File: src/rtl/regfile_pkg.sv
// Shared constants and the writeback record type for the register-file writeback arbiter.
package regfile_pkg;

    localparam int REG_AW   = 5;
    localparam int REG_DW   = 32;
    localparam int REG_ZERO = 0;

    typedef struct packed {
        logic              we;
        logic [REG_AW-1:0] addr;
        logic [REG_DW-1:0] data;
    } rf_wr_t;

endpackage

File: src/rtl/rr_arbiter.sv
// Combinational round-robin arbiter: one-hot grant to the first set request at or after ptr.
module rr_arbiter #(
    parameter int N  = 3,
    parameter int PW = 2
) (
    input  logic [N-1:0]  req,
    input  logic [PW-1:0] ptr,
    output logic [N-1:0]  grant
);

    logic found;

    always_comb begin
        grant = '0;
        found = 1'b0;
        // Visit positions ptr, ptr+1, ... wrapping; the first requester seen wins.
        for (int k = 0; k < N; k++) begin
            for (int j = 0; j < N; j++) begin
                if (!found && req[j] && (j == ((int'(ptr) + k) % N))) begin
                    grant[j] = 1'b1;
                    found    = 1'b1;
                end
            end
        end
    end

endmodule

File: src/rtl/regfile_wb_arbiter.sv
// Round-robin writeback arbiter feeding a one-cycle stage that drives the register-file write port.
// Optional macro RFARB_FWD_EN adds combinational read-port forwarding from the staged write.
module regfile_wb_arbiter
    import regfile_pkg::*;
#(
    parameter int NUM_REQ = 3,
    parameter int AW      = REG_AW,
    parameter int DW      = REG_DW
) (
    input  logic                  clk,
    input  logic                  rst_n,
    input  logic [NUM_REQ-1:0]    req_valid,
    output logic [NUM_REQ-1:0]    req_ready,
    input  logic [NUM_REQ*AW-1:0] req_addr,
    input  logic [NUM_REQ*DW-1:0] req_data,
    input  logic                  flush,
`ifdef RFARB_FWD_EN
    input  logic [AW-1:0]         rs1_addr,
    input  logic [AW-1:0]         rs2_addr,
    input  logic [DW-1:0]         rf_rs1_data,
    input  logic [DW-1:0]         rf_rs2_data,
    output logic [DW-1:0]         rs1_data,
    output logic [DW-1:0]         rs2_data,
`endif
    output logic                  rf_we,
    output logic [AW-1:0]         rf_waddr,
    output logic [DW-1:0]         rf_wdata
);

    localparam int PW = (NUM_REQ > 1) ? $clog2(NUM_REQ) : 1;

    logic [PW-1:0]      rr_ptr_q, rr_ptr_d;
    logic               stage_we_q, stage_we_d;
    logic [AW-1:0]      stage_addr_q, stage_addr_d;
    logic [DW-1:0]      stage_data_q, stage_data_d;

    logic [NUM_REQ-1:0] arb_req;
    logic [NUM_REQ-1:0] gnt;
    logic               xfer;
    logic [PW-1:0]      g_idx;
    logic [AW-1:0]      g_addr;
    logic [DW-1:0]      g_data;

    // Reset and flush both suppress every grant combinationally.
    assign arb_req = req_valid & {NUM_REQ{rst_n & ~flush}};

    rr_arbiter #(
        .N  (NUM_REQ),
        .PW (PW)
    ) u_rr_arbiter (
        .req   (arb_req),
        .ptr   (rr_ptr_q),
        .grant (gnt)
    );

    assign req_ready = gnt;

    always_comb begin
        xfer         = |gnt;
        g_idx        = '0;
        g_addr       = '0;
        g_data       = '0;
        for (int i = 0; i < NUM_REQ; i++) begin
            if (gnt[i]) begin
                g_idx  = PW'(i);
                g_addr = req_addr[i*AW +: AW];
                g_data = req_data[i*DW +: DW];
            end
        end

        rr_ptr_d     = rr_ptr_q;
        stage_we_d   = 1'b0;
        stage_addr_d = '0;
        stage_data_d = '0;
        if (xfer) begin
            rr_ptr_d     = (g_idx == PW'(NUM_REQ - 1)) ? '0 : g_idx + PW'(1);
            // Writes to register zero are consumed but never reach the register file.
            stage_we_d   = (g_addr != AW'(REG_ZERO));
            stage_addr_d = g_addr;
            stage_data_d = g_data;
        end
    end

    always_ff @(posedge clk or negedge rst_n) begin
        if (!rst_n) begin
            rr_ptr_q     <= '0;
            stage_we_q   <= 1'b0;
            stage_addr_q <= '0;
            stage_data_q <= '0;
        end else begin
            rr_ptr_q     <= rr_ptr_d;
            stage_we_q   <= stage_we_d;
            stage_addr_q <= stage_addr_d;
            stage_data_q <= stage_data_d;
        end
    end

    assign rf_we    = stage_we_q;
    assign rf_waddr = stage_addr_q;
    assign rf_wdata = stage_data_q;

`ifdef RFARB_FWD_EN
    assign rs1_data = (stage_we_q && (rs1_addr == stage_addr_q) && (rs1_addr != AW'(REG_ZERO)))
                      ? stage_data_q : rf_rs1_data;
    assign rs2_data = (stage_we_q && (rs2_addr == stage_addr_q) && (rs2_addr != AW'(REG_ZERO)))
                      ? stage_data_q : rf_rs2_data;
`endif

endmodule

File: config.mk
export PLATFORM = sky130hd
export DESIGN_NAME = regfile_wb_arbiter
export DESIGN_NICKNAME = d
export VERILOG_FILES = /design/src/rtl/regfile_pkg.sv /design/src/rtl/rr_arbiter.sv /design/src/rtl/regfile_wb_arbiter.sv
export SDC_FILE = /design/constraint.sdc
export NUM_CORES = 1
export LEC_CHECK = 0
export BUFFER_PORTS_ARGS = -buffer_cell sky130_fd_sc_hd__buf_2
export CAP_MARGIN = 25
export CORE_AREA = 2 2 70 72
export DETAILED_ROUTE_END_ITERATION = 8
export DIE_AREA = 0 0 72 74
export HOLD_SLACK_MARGIN = 0.1
export PLACE_DENSITY = 0.84
export SLEW_MARGIN = 20
export SYNTH_ARGS = -nofsm -noshare
export SYNTH_HDL_FRONTEND = slang
export SYNTH_SLANG_ARGS = --single-unit
File: constraint.sdc
create_clock -name clk -period 4.1 [get_ports clk]
set_clock_uncertainty 0.05 [all_clocks]
set_input_delay 0.82 -clock clk [delete_from_list [all_inputs] [get_ports clk]]
set_output_delay 0.82 -clock clk [all_outputs]
set_load 0.02 [all_outputs]
==> flow_metrics.tcl, run 1 <==
set metrics [dict create \
    outcome "complete, no violations" \
    nets 427 \
    cp_top_family "buffers and inverters" \
    slew_headroom_pct 49.67 \
    p_per_area_nw_per_um2 493.9 \
    clock_latency_ps 280 \
    drive_gt1_share_pct 55.34 \
    hpwl_microns 3997 \
    pwr-share-seq_pct 38.1 \
    num_vias 1923 \
    synth_top_area_share_pct 56.86 \
    clk_path_buf_depth 2 \
    drc_errors 0 \
    path_max_fanout 41 \
    min_path_type "flip-flop to flip-flop" \
    max-cap-violations 0 \
    finalMaxSlewViolations 0 \
    wl_per_cell_microns 14.76 \
    h-tree-depth 2 \
    syn_inst 153 \
    cp-start-kind "flip-flop" \
    final.period_utilization_pct 81.22 \
    netlist_area_sq_um 1760 \
    arrival_ps 2460 \
    async_flop_share_pct 100.0 \
    rows 25 \
    grt_usage_pct 18.33 \
    clkSinkCount 40 \
    synth-edff-count 0 \
    seq_area_frac_synth_pct 56.86 \
    die_w_microns 72 \
    numCtsBuffers 5 \
    diodes 0 \
    die_area_sq_um 5328 \
    syn-num-nets 272 \
    grt_max_degree 42 \
    cts_root_buffer "clkbuf_8" \
    crit_chain "inv_1 -> ha_1 -> nor4b_1 -> nand4_1 -> o31ai_4 -> buf_4 -> buf_2" \
    cts_resized 0 \
    ir_drop_mv 0.2032 \
    synth_common_cells "41 x inv_1, 40 x dfrtp_1, 36 x a222oi_1, 6 x buf_1, 4 x nor2_1" \
    p_comb_share_pct 38.5 \
    worst_pin_slew_ps 755.0 \
    syn_to_final_growth_pct 53.45 \
    antenna_found_initial 0 \
    cts_tree "built" \
    slowest_delay_ps 400 \
    drtAntennaViolNets 0 \
    firstDrtPassIters 8 \
    io_buffers 157 \
    ys.flop_type "dfrtp_1" \
    synth_seq_cells 40 \
    power.leakage_nw 1.795 \
    required_ps 3230 \
    setup_violations 0 \
    ios 158 \
    core-area_sq_um 4598 \
    clkPwrFrac_pct 23.4 \
    yosys-top-cells-area "dfrtp_1 57%, a222oi_1 20%, inv_1 8.7%" \
    drt_wl_total_microns 5357 \
    power_switching_w 0.0004708 \
    synth_cell_type_count 26 \
    first_global_vias 1721 \
    cpMaxStageDelayCell "buf_4" \
    grt.busiest_layer "met2" \
    path_class "flip-flop to primary output" \
    fin_tns_setup_ps 0 \
    holdBufCountCts 0 \
    overflow 0 \
    die_height_microns 74 \
    synth_area_leader_cell "dfrtp_1" \
    met3_usage_pct 4.878 \
    grt_pass1_wl_microns 7541 \
    clock.fmax_mhz 300.3 \
    yosysMostFrequentCell "inv_1" \
    hold_viol_final 0 \
    cp.buffers_inverters 3 \
    routed_via_density 5.298 \
    internal_power_w 0.0008633 \
    synth_warnings 0 \
    routabilityCongestion 0.8041 \
    start_util_pct 38.29 \
    p_sw_share_pct 35.29 \
    grt.met1_usage_pct 20.14 \
    period_minus_slack_ps 3330 \
    total_power_w 0.001334 \
    post_cts_buffers 0 \
    clk_pin_slew_ps 70 \
    drtIter0Drc 240 \
    rsz0062_at_grt "no" \
    use_met2_pct 34.67 \
    syn_avg_cell_area_sq_um 11.51 \
    critPathCaptureType "primary output" \
]
==> flip-flops by register name (all words and copies together), names as in the netlist <==
register and flops:
rr_ptr_q 2, rf_waddr 5, rf_wdata 32, rf_we 1
==> worst register-to-register path, cell delays in order (launching register included) <==
cell,delay (ps)
dfrtp_1,380
inv_1,50
ha_1,380
nor2_1,150
a31oi_1,50
o2111a_2,520
a222oi_1,460
inv_1,100
or4_1,540
==> placed cells by master, fill, tap and decap left out <==
cell and instances:
mux2i_1 1, clkbuf_8 5, o211a_1 1, ha_1 2, nor2_1 4, nand4_1 1, nor2b_4 1, a22oi_1 1
a211oi_1 1, a222oi_1 36, or4_1 1, a21o_1 1, clkinv_2 1, dfrtp_1 40, o2111a_2 1, nor4b_1 1
and4b_1 1, o31ai_4 1, nor3_1 1, buf_2 157, a31oi_1 1, buf_4 3, inv_1 41, a311oi_1 1
nand2_1 2, bufinv_16 1, a221oi_1 1, clkinvlp_4 1
==> cell type report <==
class                      count  area (sq um)
clock buffer                   5         68.82
clock inverter                 3         42.54
fill                         407          1897
inverter                      41         153.9
multi-input combinational     60         559.3
sequential                    40          1001
tap                           54         67.56
timing repair buffer         160         808.3
==> per-layer routing <==
| metal | wire (microns) | vias up |
|---|---|---|
| met5 | 0 | - |
| met4 | 48 | 0 |
| met3 | 537 | 4 |
| met2 | 2777 | 139 |
| met1 | 1994 | 890 |
| li1 | - | 890 |
==> final timing paths <==
check / start / to / slack (ps) / cells past startpoint
worst max-delay path: rr_ptr_q[0] / req_ready[1] / 770 / 7
worst min-delay path: rr_ptr_q[1] / rr_ptr_q[1] / 470 / 1
worst max register to register: rr_ptr_q[0] / rf_we / 1300 / 8
worst min register to register: rr_ptr_q[1] / rr_ptr_q[1] / 470 / 1
max in group asynchronous: rst_n / rf_wdata[0] / 3110 / 2
min in group asynchronous: rst_n / rf_waddr[0] / 560 / 2
==> power groups by stage <==
stage	Combinational, W	Clock, W	Sequential (W)
after global placement	0.000501	0	0.000512
after CTS	0.000517	0.000326	0.000509
final	0.000514	0.000312	0.000508
after global routing	0.000563	0.000344	0.000516
after detailed placement	0.000515	0	0.000516
after floorplan	0.000211	0	0.000625
==> logic make-up (layout without fill, tap and decap cells) <==
kind of cell | Yosys count | count (layout) | synth area share [%]
AOI/OAI and AO/OA | 45 | 45 | 25.09
and+or+nand+nor | 12 | 12 | 4.193
muxes | 1 | 1 | 0.5686
DFF | 40 | 40 | 56.86
buffers and inverters | 53 | 209 | 11.87
adders and majority gates | 2 | 2 | 1.421
==> metrics by stage <==
step	utilization (%)	setup slack (ps)	cells	instance area, sq um	hold slack (ps)
after floorplan	-	1148	153	1760	426.1
after global routing	58.75	607.5	363	2701	499.3
after detailed placement	56.33	980.6	355	2590	455.8
final	58.75	770.1	363	2701	468.1
after CTS	58.75	836.9	363	2701	473.4
after global placement	56.33	1029	355	2590	441.4
Note: power is estimated with default switching activity, not from simulation.
==> inputs of run 2 (changes only) <==
--- a/config.mk
+++ b/config.mk
@@ -5,13 +5,14 @@
 export SDC_FILE = /design/constraint.sdc
 export NUM_CORES = 1
 export LEC_CHECK = 0
+export ABC_AREA = 1
 export BUFFER_PORTS_ARGS = -buffer_cell sky130_fd_sc_hd__buf_2
 export CAP_MARGIN = 25
-export CORE_AREA = 2 2 70 72
+export CORE_AREA = 2 2 76 78
 export DETAILED_ROUTE_END_ITERATION = 8
-export DIE_AREA = 0 0 72 74
+export DIE_AREA = 0 0 78 80
 export HOLD_SLACK_MARGIN = 0.1
-export PLACE_DENSITY = 0.84
+export PLACE_DENSITY = 0.79
 export SLEW_MARGIN = 20
 export SYNTH_ARGS = -nofsm -noshare
 export SYNTH_HDL_FRONTEND = slang
==> constraint.sdc (replaced) <==
create_clock -name clk -period 3.5 [get_ports clk]
set_clock_uncertainty 0.05 [all_clocks]
set_input_delay 0.7 -clock clk [delete_from_list [all_inputs] [get_ports clk]]
set_output_delay 0.7 -clock clk [all_outputs]
set_load 0.02 [all_outputs]
==> run 2 against run 1 <==
  * Critical path depth increased by 3
  * Sequential cell count unchanged
  * Non-clock buffer count increased by 2
  * Critical path type unchanged
  * Critical endpoint unchanged
  * Largest cell class unchanged
==> flow_metrics.tcl, run 2 <==
set metrics [dict create \
    hold_viol_final 0 \
    first_global_vias 1986 \
    num_vias 2212 \
    cts_resized 0 \
    holdBufCountCts 0 \
    synth_top_area_share_pct 47.34 \
    reg2regPathDepth 13 \
    clock.fmax_mhz 365.2 \
    syn_to_final_growth_pct 42.01 \
    synth_seq_cells 40 \
    rsz0062_at_grt "no" \
    start_util_pct 39.12 \
    power.leakage_nw 1.814 \
    path_class "flip-flop to primary output" \
    syn_inst 257 \
    worst_slack_ps 761.9 \
    cts_root_buffer "clkbuf_8" \
    syn-num-nets 376 \
    grt_pass1_wl_microns 8700 \
    final_cell_mix "157 x buf_2, 105 x nand2_1, 40 x dfrtp_1" \
    required_ps 2750 \
    critical_path.endpoint "req_ready[1]" \
    firstDrtPassIters 4 \
    clock_latency_ps 280 \
    numCtsBuffers 5 \
    period_minus_slack_ps 2738 \
    finalMaxSlewViolations 0 \
    nets 533 \
    clkSinkCount 40 \
    netlist_area_sq_um 2115 \
    worstSetupStartpoint "rr_ptr_q[0]" \
    async_flop_share_pct 100.0 \
    drc_errors 0 \
    regToRegSetupSlack_ps 1090 \
    wl_per_cell_microns 11.86 \
    setup_violations 0 \
    grt_usage_pct 17.91 \
    drive_gt1_share_pct 48.79 \
    drtIter0Drc 94 \
    cp-start-kind "flip-flop" \
    dp_slack_ps 903.2 \
    arrival_ps 1990 \
    outcome "complete, no violations" \
    diodes 0 \
    largest_reg_flops 32 \
    p_per_area_nw_per_um2 614.0 \
    worstReg2RegEnd "rf_we" \
    final.period_utilization_pct 78.23 \
    seq_area_frac_synth_pct 47.34 \
    overflow 0 \
    worst_pin_slew_ps 459.4 \
    fin_tns_setup_ps 0 \
    core-area_sq_um 5405 \
    rows 27 \
    grt_max_degree 40 \
    die_area_sq_um 6240 \
    routed_via_density 4.551 \
    max-cap-violations 0 \
    yosys-top-cells-area "dfrtp_1 47%, nand2_1 19%, nand3_1 8.0%" \
    synth_warnings 0 \
    ir_drop_mv 0.2623 \
    mostFrequentLayoutCell "buf_2" \
    hpwl_microns 4604 \
    drt_wl_total_microns 5764 \
    syn_avg_cell_area_sq_um 8.228 \
    min_path_type "input port to asynchronous set/reset pin" \
    ios 158 \
    clk_path_buf_depth 2 \
    io_buffers 157 \
    die_w_microns 78 \
    clk_pin_slew_ps 70 \
    antenna_found_initial 0 \
    path_max_fanout 3 \
    cts_tree "built" \
    drtAntennaViolNets 0 \
    synth-edff-count 0 \
    routabilityCongestion 0.8737 \
    h-tree-depth 2 \
    slew_headroom_pct 69.37 \
    synth_common_cells "105 x nand2_1, 40 x dfrtp_1, 34 x nand3_1, 17 x inv_1, 15 x nand2_2" \
    r2r-start "rr_ptr_q[0]" \
    post_cts_buffers 0 \
    synth_cell_type_count 24 \
    critPathCaptureType "primary output" \
    synth_area_leader_cell "dfrtp_1" \
    die_height_microns 80 \
    yosysMostFrequentCell "nand2_1" \
    ys.flop_type "dfrtp_1" \
]
[run 2: cell types whose count changed after synthesis, sizes merged, moves of 3 or more]
cell / before / now
nand2: 2 / 120
nand3: 0 / 43
a222oi: 36 / 0
inv: 41 / 18
nor2: 4 / 10
buf: 9 / 12
clkbuf: 3 / 0
nand4: 1 / 4
o21ai: 0 / 3
[run 2: worst min-delay path by stage]
stage,startpoint,to,slack [ps],cells past startpoint
after floorplan,rst_n,rf_waddr[0],350,0
after global placement,rst_n,rf_wdata[2],500,1
after detailed placement,rst_n,rf_wdata[2],500,1
after CTS,rst_n,rr_ptr_q[1],180,1
after global routing,rst_n,rr_ptr_q[1],180,1
final,rst_n,rr_ptr_q[1],190,1
[run 2: layout make-up]
cell class | instances | area, sq um
Clock buffer | 7 | 96.34
Fill cell | 505 | 2402
Inverter | 18 | 67.56
Multi-Input combinational cell | 187 | 924.6
Sequential cell | 40 | 1001
Tap cell | 72 | 90.09
Timing Repair Buffer | 162 | 823.3
[run 2: critical path: stages (launching register included)]
cell and delay, ps:
dfrtp_1 350, inv_1 60, ha_1 330, nand4_1 140, nand2_1 100, a21oi_2 170
nand3_2 100, nor2_2 110, nand3_1 90, nand2_2 80, buf_2 160
[run 2: power breakdown]
| group | internal, W | total [W] | switching (W) |
|---|---|---|---|
| clock network | 0.000175 | 0.000318 | 0.000142 |
| logic | 0.000289 | 0.000865 | 0.000576 |
| registers | 0.000617 | 0.000661 | 0.0000435 |
[run 2: cells by family after synthesis]
kind of cell	Yosys count	synth area share, %
buffers and inverters	30	8.934
and+or+nand+nor	179	40.53
AOI/OAI and AO/OA	6	2.012
adders and majority gates	2	1.183
DFF	40	47.34
[run 2: metrics by stage]
step	util [%]	cells	hold slack (ps)	total power, W	cell area [sq um]
after floorplan	-	257	354.4	0.001261	2115
after global placement	53.77	479	496.3	0.001522	2907
after detailed placement	53.77	479	501.1	0.001545	2907
after CTS	55.56	486	180.8	0.001870	3003
after global routing	55.56	486	183.0	0.001969	3003
final	55.56	486	192.4	0.001844	3003
[run 2: per-layer routing]
metal	GRT usage [%]	vias up	wire [microns]
met5	0	-	0
met2	34.05	100	3043
li1	-	1120	-
met4	4.737	0	46
met3	4.072	5	414
met1	20.07	987	2259
